===== src/rtl/ram_sp_1536x32_arb.sv =====
// Two-client round-robin arbiter with lock for the 1536x32 single-port RAM.
// Grants are combinational. Read data returns one cycle after the grant. Out-of-range accesses are flagged and never reach the RAM.
module ram_sp_1536x32_arb #(
    parameter int ADR_WD = 11,
    parameter int DAT_WD = 32,
    parameter int DEPTH  = 1536
) (
    input  logic              clk,
    input  logic              rst,
    input  logic              c0_req_i,
    input  logic              c0_we_i,
    input  logic              c0_lock_i,
    input  logic [ADR_WD-1:0] c0_adr_i,
    input  logic [DAT_WD-1:0] c0_dat_i,
    output logic              c0_gnt_o,
    output logic              c0_rd_val_o,
    output logic [DAT_WD-1:0] c0_rd_dat_o,
    input  logic              c1_req_i,
    input  logic              c1_we_i,
    input  logic              c1_lock_i,
    input  logic [ADR_WD-1:0] c1_adr_i,
    input  logic [DAT_WD-1:0] c1_dat_i,
    output logic              c1_gnt_o,
    output logic              c1_rd_val_o,
    output logic [DAT_WD-1:0] c1_rd_dat_o,
    output logic [ADR_WD-1:0] ram_adr_o,
    output logic              ram_wr_ena_o,
    output logic [DAT_WD-1:0] ram_wr_dat_o,
    output logic              ram_rd_ena_o,
    input  logic [DAT_WD-1:0] ram_rd_dat_i,
    output logic              err_o,
    output logic [ADR_WD-1:0] err_adr_o
);
    typedef enum logic [1:0] {IDLE = 2'd0, OWN0 = 2'd1, OWN1 = 2'd2} own_t;

    own_t              own_q, own_d;
    logic              pri_q, pri_d;
    logic [1:0]        rd_pend_q, rd_pend_d;
    logic              oor_q, oor_d;
    logic              err_q, err_d;
    logic [ADR_WD-1:0] err_adr_q, err_adr_d;

    logic              gnt0, gnt1, any_gnt;
    logic              sel_we, sel_lock, in_range;
    logic [ADR_WD-1:0] sel_adr;

    always_comb begin
        gnt0 = 1'b0;
        gnt1 = 1'b0;
        case (own_q)
            OWN0: gnt0 = c0_req_i;
            OWN1: gnt1 = c1_req_i;
            default: begin
                if (c0_req_i && c1_req_i) begin
                    gnt0 = ~pri_q;
                    gnt1 = pri_q;
                end else begin
                    gnt0 = c0_req_i;
                    gnt1 = c1_req_i;
                end
            end
        endcase
    end

    // With no grant the mux rests on client 0; the RAM enables stay low.
    assign any_gnt  = gnt0 | gnt1;
    assign sel_adr  = gnt1 ? c1_adr_i  : c0_adr_i;
    assign sel_we   = gnt1 ? c1_we_i   : c0_we_i;
    assign sel_lock = gnt1 ? c1_lock_i : c0_lock_i;
    assign in_range = {1'b0, sel_adr} < (ADR_WD+1)'(DEPTH);

    assign c0_gnt_o     = gnt0;
    assign c1_gnt_o     = gnt1;
    assign ram_adr_o    = sel_adr;
    assign ram_wr_dat_o = gnt1 ? c1_dat_i : c0_dat_i;
    assign ram_wr_ena_o = any_gnt & sel_we & in_range;
    assign ram_rd_ena_o = any_gnt & ~sel_we & in_range;

    always_comb begin
        pri_d     = any_gnt ? gnt0 : pri_q;
        own_d     = own_q;
        rd_pend_d = {gnt1 & ~sel_we, gnt0 & ~sel_we};
        oor_d     = any_gnt & ~in_range;
        err_d     = any_gnt & ~in_range;
        err_adr_d = err_d ? sel_adr : err_adr_q;
        case (own_q)
            IDLE: if (any_gnt && sel_lock) own_d = gnt0 ? OWN0 : OWN1;
            // The owner releases on an unlocked grant, or when it drops both req and lock.
            OWN0: if (!c0_lock_i && (gnt0 || !c0_req_i)) own_d = IDLE;
            OWN1: if (!c1_lock_i && (gnt1 || !c1_req_i)) own_d = IDLE;
            default: own_d = IDLE;
        endcase
    end

    always_ff @(posedge clk or posedge rst) begin
        if (rst) begin
            own_q     <= IDLE;
            pri_q     <= 1'b0;
            rd_pend_q <= 2'b00;
            oor_q     <= 1'b0;
            err_q     <= 1'b0;
            err_adr_q <= '0;
        end else begin
            own_q     <= own_d;
            pri_q     <= pri_d;
            rd_pend_q <= rd_pend_d;
            oor_q     <= oor_d;
            err_q     <= err_d;
            err_adr_q <= err_adr_d;
        end
    end

    assign c0_rd_val_o = rd_pend_q[0];
    assign c1_rd_val_o = rd_pend_q[1];
    assign c0_rd_dat_o = oor_q ? '0 : ram_rd_dat_i;
    assign c1_rd_dat_o = oor_q ? '0 : ram_rd_dat_i;
    assign err_o       = err_q;
    assign err_adr_o   = err_adr_q;
endmodule


===== config.mk =====
export PLATFORM = sky130hd
export DESIGN_NAME = ram_sp_1536x32_arb
export DESIGN_NICKNAME = d
export VERILOG_FILES = /design/src/rtl/ram_sp_1536x32_arb.sv
export SDC_FILE = /design/constraint.sdc
export NUM_CORES = 1
export LEC_CHECK = 0
export BUFFER_PORTS_ARGS = -buffer_cell sky130_fd_sc_hd__buf_2
export CAP_MARGIN = 20
export CELL_PAD_IN_SITES_DETAIL_PLACEMENT = 1
export CELL_PAD_IN_SITES_GLOBAL_PLACEMENT = 1
export CORE_UTILIZATION = 17
export DETAILED_ROUTE_END_ITERATION = 8
export PLACE_DENSITY_LB_ADDON = 0.05
export SYNTH_ARGS = -nofsm -noshare
export SYNTH_HDL_FRONTEND = slang
export SYNTH_SLANG_ARGS = --single-unit

===== constraint.sdc =====
create_clock -name clk -period 2.37 [get_ports clk]
set_input_delay 0.474 -clock clk [delete_from_list [all_inputs] [get_ports clk]]
set_output_delay 0.474 -clock clk [all_outputs]
set_load 0.01 [all_outputs]

# After elaboration in Yosys (flattened, before gate mapping)
# Cells that the tools add are included.
[totals] out_inout_bits=125 in_bits=126 register_bits=17 elab_cells=48
[op_classes] bitwise=11 order_cmp=1 n_reduce_logical=12 muxes=14 n_eq_ne=5
[ops] operator="$mux W32" n=2
[ops] operator="$lt A11 B11 Y1 const B" n=1
[ops] operator="$mux W11" n=1
[ops] operator="$mux W2" n=4
[ops] operator="$and A1 B1 Y1" n=7
[ops] operator="$ne A2 B2 Y1 const B" n=3
[ops] operator="$pmux W2 S3" n=1
[ops] operator="$logic_and A1 B1 Y1" n=4
[ops] operator="$logic_not A1 Y1" n=4
[ops] operator="$mux W1" n=4
[ops] operator="$pmux W1 S2" n=2
[ops] operator="$not A1 Y1" n=3
[ops] operator="$reduce_and A3 Y1" n=1
[ops] operator="$eq A2 B1 Y1 const B" n=1
[ops] operator="$eq A2 B2 Y1 const B" n=1
[ops] operator="$logic_not A2 Y1" n=1
[ops] operator="$logic_or A1 B1 Y1" n=2
[ops] operator="$or A1 B1 Y1" n=1

# Logic depth before layout (Yosys ltp)
[logic_depth] depth_word=7 depth_mapped=9 mapped_depth_nobuf=7

# Least setup slack after synthesis
# No wires, ideal clock.
[synth_timing] path_type="register to output" start="register own_q[0]" end="output port ram_rd_ena_o" setup_slack_ps=41 t_arrival_ps=1855 stages_incl_launch_ff=8 required_time_ps=1896 n_path_buf=1 cell_sequence="dfrtp_1 -> inv_1 -> ha_1 -> nor3b_1 -> nand3b_4 -> buf_6 -> mux2_1 -> nor2_1"
[synth_via] elab_chain_len=6 word_cells_on_any_way=11 classes_between="1 x order compare; 2 x eq/ne; 4 x mux; 4 x bitwise"
[synth_rtl] item="start: declaration" line_no="36" source="own_t own_q, own_d;"
[synth_rtl] item="start signal: assignment" line_no="104" source="own_q <= own_d;"
[synth_rtl] item="branches (longest 5 deep; another with $lt A11 B11 Y1)"
[synth_rtl] item="$and A1 B1 Y1 (*)" line_no="77" source="assign ram_rd_ena_o = any_gnt & ~sel_we & in_range;"
[synth_rtl] item="end: declaration" line_no="29" source="output logic ram_rd_ena_o,"
# Mark *: on every way between the ends.

# Worst setup path after layout
[layout_timing] start="register own_q[1]" end="output port ram_adr_o[0]"
[layout_via] elab_chain_len=3 word_cells_on_any_way=4 classes_between="2 x eq/ne; 2 x mux"
[layout_rtl] item="$eq A2 B2 Y1 or $eq A2 B1 Y1 (tied branches)" line_no="50" source="case (own_q)"
[layout_rtl] item="$pmux W1 S2 (*)" line_no="50"
[layout_rtl] item="$mux W11 (*)" line_no="67" source="assign sel_adr = gnt1 ? c1_adr_i : c0_adr_i;"
[layout_rtl] item="end: declaration" line_no="26" source="output logic [ADR_WD-1:0] ram_adr_o,"
# Mark *: on every way between the ends. The rest lies on a longest branch, timed or not.

==> flow_metrics.env <==
export IMPL_multi_input_area_sq_um=1224
export IMPL_final_util=0.3368
export IMPL_maxCapViolCount=0
export IMPL_dieArea_sq_um=11400
export IMPL_netSwitchingPower_uw=1634
export IMPL_stdcell_area_sq_um=3523
export IMPL_cp_end_kind="output port"
export IMPL_place_congestion=0.7415
export IMPL_grt_use_total=0.1476
export IMPL_grt_max_degree=34
export IMPL_numClockSinks=17
export IMPL_numCtsBuffers=3
export IMPL_use_met1=0.1523
export IMPL_fin_worst_skew_ns=0.001397
export IMPL_grt_use_met3=0.02857
export IMPL_crit_chain="inv_2 -> ha_4 -> nor3b_4 -> nand3b_4 -> buf_8 -> mux2_4 -> buf_6"
export IMPL_ys_types=30
export IMPL_worstPathMaxFanout=7
export IMPL_r2r_start="own_q[0]$_DFFE_PP0P_"
export IMPL_crit_end="ram_adr_o[0]"
export IMPL_insertedDiodeCount=0
export IMPL_synth_edf_count=0
export IMPL_io_pins=251
export IMPL_path_class="reg2out"
export IMPL_required_ns=1.90
export IMPL_hold_violations=0
export IMPL_final_common_cell="buf_2"
export IMPL_ff2ff_path_depth=8
export IMPL_hold_path_class="in2async"
export IMPL_grt_pass1_wl_mm=13.15
export IMPL_io_buffers=250
export IMPL_area_delta_synth_final_pct=88.74
export IMPL_seqPwrFrac=0.129
export IMPL_final_net_count=615
export IMPL_synth_warnings=0
export IMPL_synth_seq_cells=17
export IMPL_rsz0062_at_grt="yes"
export IMPL_ant_nets=0
export IMPL_p_per_area_nw_per_um2=1037
export IMPL_wl_per_cell_um=14.80
export IMPL_ir_drop_mv=0.5442
export IMPL_grt_overflow_total=0
export IMPL_route_detailed_drc=0
export IMPL_slowest_stage="dfrtp_1"
export IMPL_combPwrFrac=0.811
export IMPL_synthCells=255
export IMPL_regArea_sq_um=425.4
export IMPL_clock_latency_ns=0.25
export IMPL_fin_ws_ns=-0.05271
export IMPL_grt_pass1_vias=2429
export IMPL_critPathArrivalTime_ns=1.95
export IMPL_htree_levels=1
export IMPL_drive_gt1_frac=0.6722
export IMPL_slew_violations=0
export IMPL_synth_nets=384
export IMPL_maxSlewHeadroom=0.5460
export IMPL_async_flop_share=1.000
export IMPL_antenna_found_initial=0
export IMPL_final_setup_viol_count=43
export IMPL_cts_buffer_depth=2
export IMPL_cp_start_kind="register"
export IMPL_rrSetupSlack_ns=0.26
export IMPL_worst_pin_slew_ns=0.6803
export IMPL_period_share=1.022
export IMPL_final_cell_mix="buf_2 (231), nand2_1 (90), nor2b_1 (33)"
export IMPL_swShare=0.4473
export IMPL_timing_rr_end="err_adr_o[7]$_DFFE_PP0P_"
export IMPL_dieWidth_um=106.8
export IMPL_crit_start="own_q[1]$_DFFE_PP0P_"
export IMPL_fmax_mhz=412.8
export IMPL_place_hpwl_mm=7.512
export IMPL_num_rows=37
export IMPL_core_area_sq_um=10460
export IMPL_routed_via_density=3.968
export IMPL_drt_initial_drc_count=56
export IMPL_root_buffer="clkbuf_8"
export IMPL_top_usage_layer="met2"
export IMPL_worst_path_largest_cell_delay_ns=0.39
export IMPL_place_area_sq_um=3072
export IMPL_clockPowerShare=0.060
export IMPL_die_h_um=106.8
export IMPL_start_util=0.1784
export IMPL_status="finished with violations"
export IMPL_vias=2464
export IMPL_intPower_uw=2019
export IMPL_clk_pin_slew_ns=0.07
export IMPL_syn_avg_cell_area_sq_um=7.321
export IMPL_leakagePower_uw=0.002082
export IMPL_fin_crit_ns=2.423
export IMPL_fillers=1345
export IMPL_holdBufCountCts=0
export IMPL_ys_seq_area_frac=0.2279
export IMPL_tritoncts="yes"
export IMPL_drtPass1Iterations=3
export IMPL_grt_use_met2=0.3060
export IMPL_violations="setup timing"
export IMPL_netlist_area_sq_um=1867
export IMPL_wl_mm=9.191
export IMPL_synth_flop_cell="dfrtp_1"
synth_stat cells, drive strengths merged, types with 2 or more instances:
cell    count  share of area
nand2b      2         0.0067
a31oi       2          0.015
nor2        3         0.0060
o21ai       2         0.0074
buf        42           0.17
inv         5          0.010
dfrtp      17           0.23
clkbuf      3         0.0060
nand3       2          0.011
or2         2         0.0067
nand3b      2          0.015
ha          3          0.020
nand2     110           0.22
nor2b      33           0.11
mux2i       2          0.011
mux2       19           0.13
critical path: cells and delay by family (launching register included):
| family | cells | cell delay (ns) |
|---|---|---|
| AND/OR/NAND/NOR | 2 | 0.39 |
| flip-flops | 1 | 0.39 |
| buffers and inverters | 3 | 0.37 |
| multiplexers | 1 | 0.32 |
| adder cells (fa/ha/maj) | 1 | 0.23 |
final cells by class:
class,count,area share
inverter,5,0.007457
clock buffer,4,0.01278
sequential,17,0.1207
timing repair buffer,271,0.4634
multi-input combinational,188,0.3473
tap,136,0.04830
per-stage QoR:
stage	std cells	setup TNS (ns)	hold WS, ns	setup WS (ns)	total power (uW)
detailed placement	609	-0.03550	0.4536	-0.01511	2876
finish	621	-1.175	0.3136	-0.05271	3653
floorplan	255	0	0.4001	0.04061	1991
global placement	609	0	0.4500	0.02034	2861
global route	621	-6.761	0.3873	-0.1737	3967
CTS	618	-2.666	0.3448	-0.07696	3509
worst min path at each step:
| stage | startpoint | to | cells past startpoint |
|---|---|---|---|
| 6_report | rst | own_q[1]$_DFFE_PP0P_ | 2 |
| 5_1_grt | rst | own_q[1]$_DFFE_PP0P_ | 2 |
| 4_1_cts | rst | own_q[1]$_DFFE_PP0P_ | 2 |
| 3_5_place_dp | err_adr_o[10]$_DFFE_PP0P_ | err_adr_o[10]$_DFFE_PP0P_ | 1 |
| 3_3_place_gp | err_adr_o[10]$_DFFE_PP0P_ | err_adr_o[10]$_DFFE_PP0P_ | 1 |
| 2_1_floorplan | rst | err_adr_o[0]$_DFFE_PP0P_ | 1 |
registers in the layout, indices dropped and copies added (netlist names):
signal / cells
rd_pend_q: 2
own_q: 2
err_adr_o: 11
pri_q: 1
err_o: 1
what timing repair did:
action | in CTS | in global routing
endpoints found under the setup margin | 47 | 55
buffers inserted | 4 | 1
resized for setup | 44 | 28
gates cloned | 1 | 2
pin swaps | 2 | 2
layer usage:
metal / up-vias / routed length, um
met3: 6 / 668
met5: - / 0
li1: 1220 / -
met2: 112 / 5225
met1: 1126 / 3249
met4: 0 / 47
kinds of logic after synthesis:
kind of cell,Yosys count,synth area share
and+or+nand+nor,158,0.3921
adders and majority gates,3,0.02011
DFF,17,0.2279
muxes,21,0.1434
buffers and inverters,50,0.1850
AOI/OAI and AO/OA,6,0.03150
power by group through the flow:
| stage | clock network, uW | logic (uW) | registers [uW] |
|---|---|---|---|
| 2_1_floorplan | 0 | 1470 | 521 |
| 3_3_place_gp | 0 | 2390 | 472 |
| 3_5_place_dp | 0 | 2400 | 472 |
| 4_1_cts | 228 | 2810 | 473 |
| 5_1_grt | 241 | 3230 | 492 |
| 6_report | 218 | 2960 | 473 |
Power figures use the tool's default switching activity.
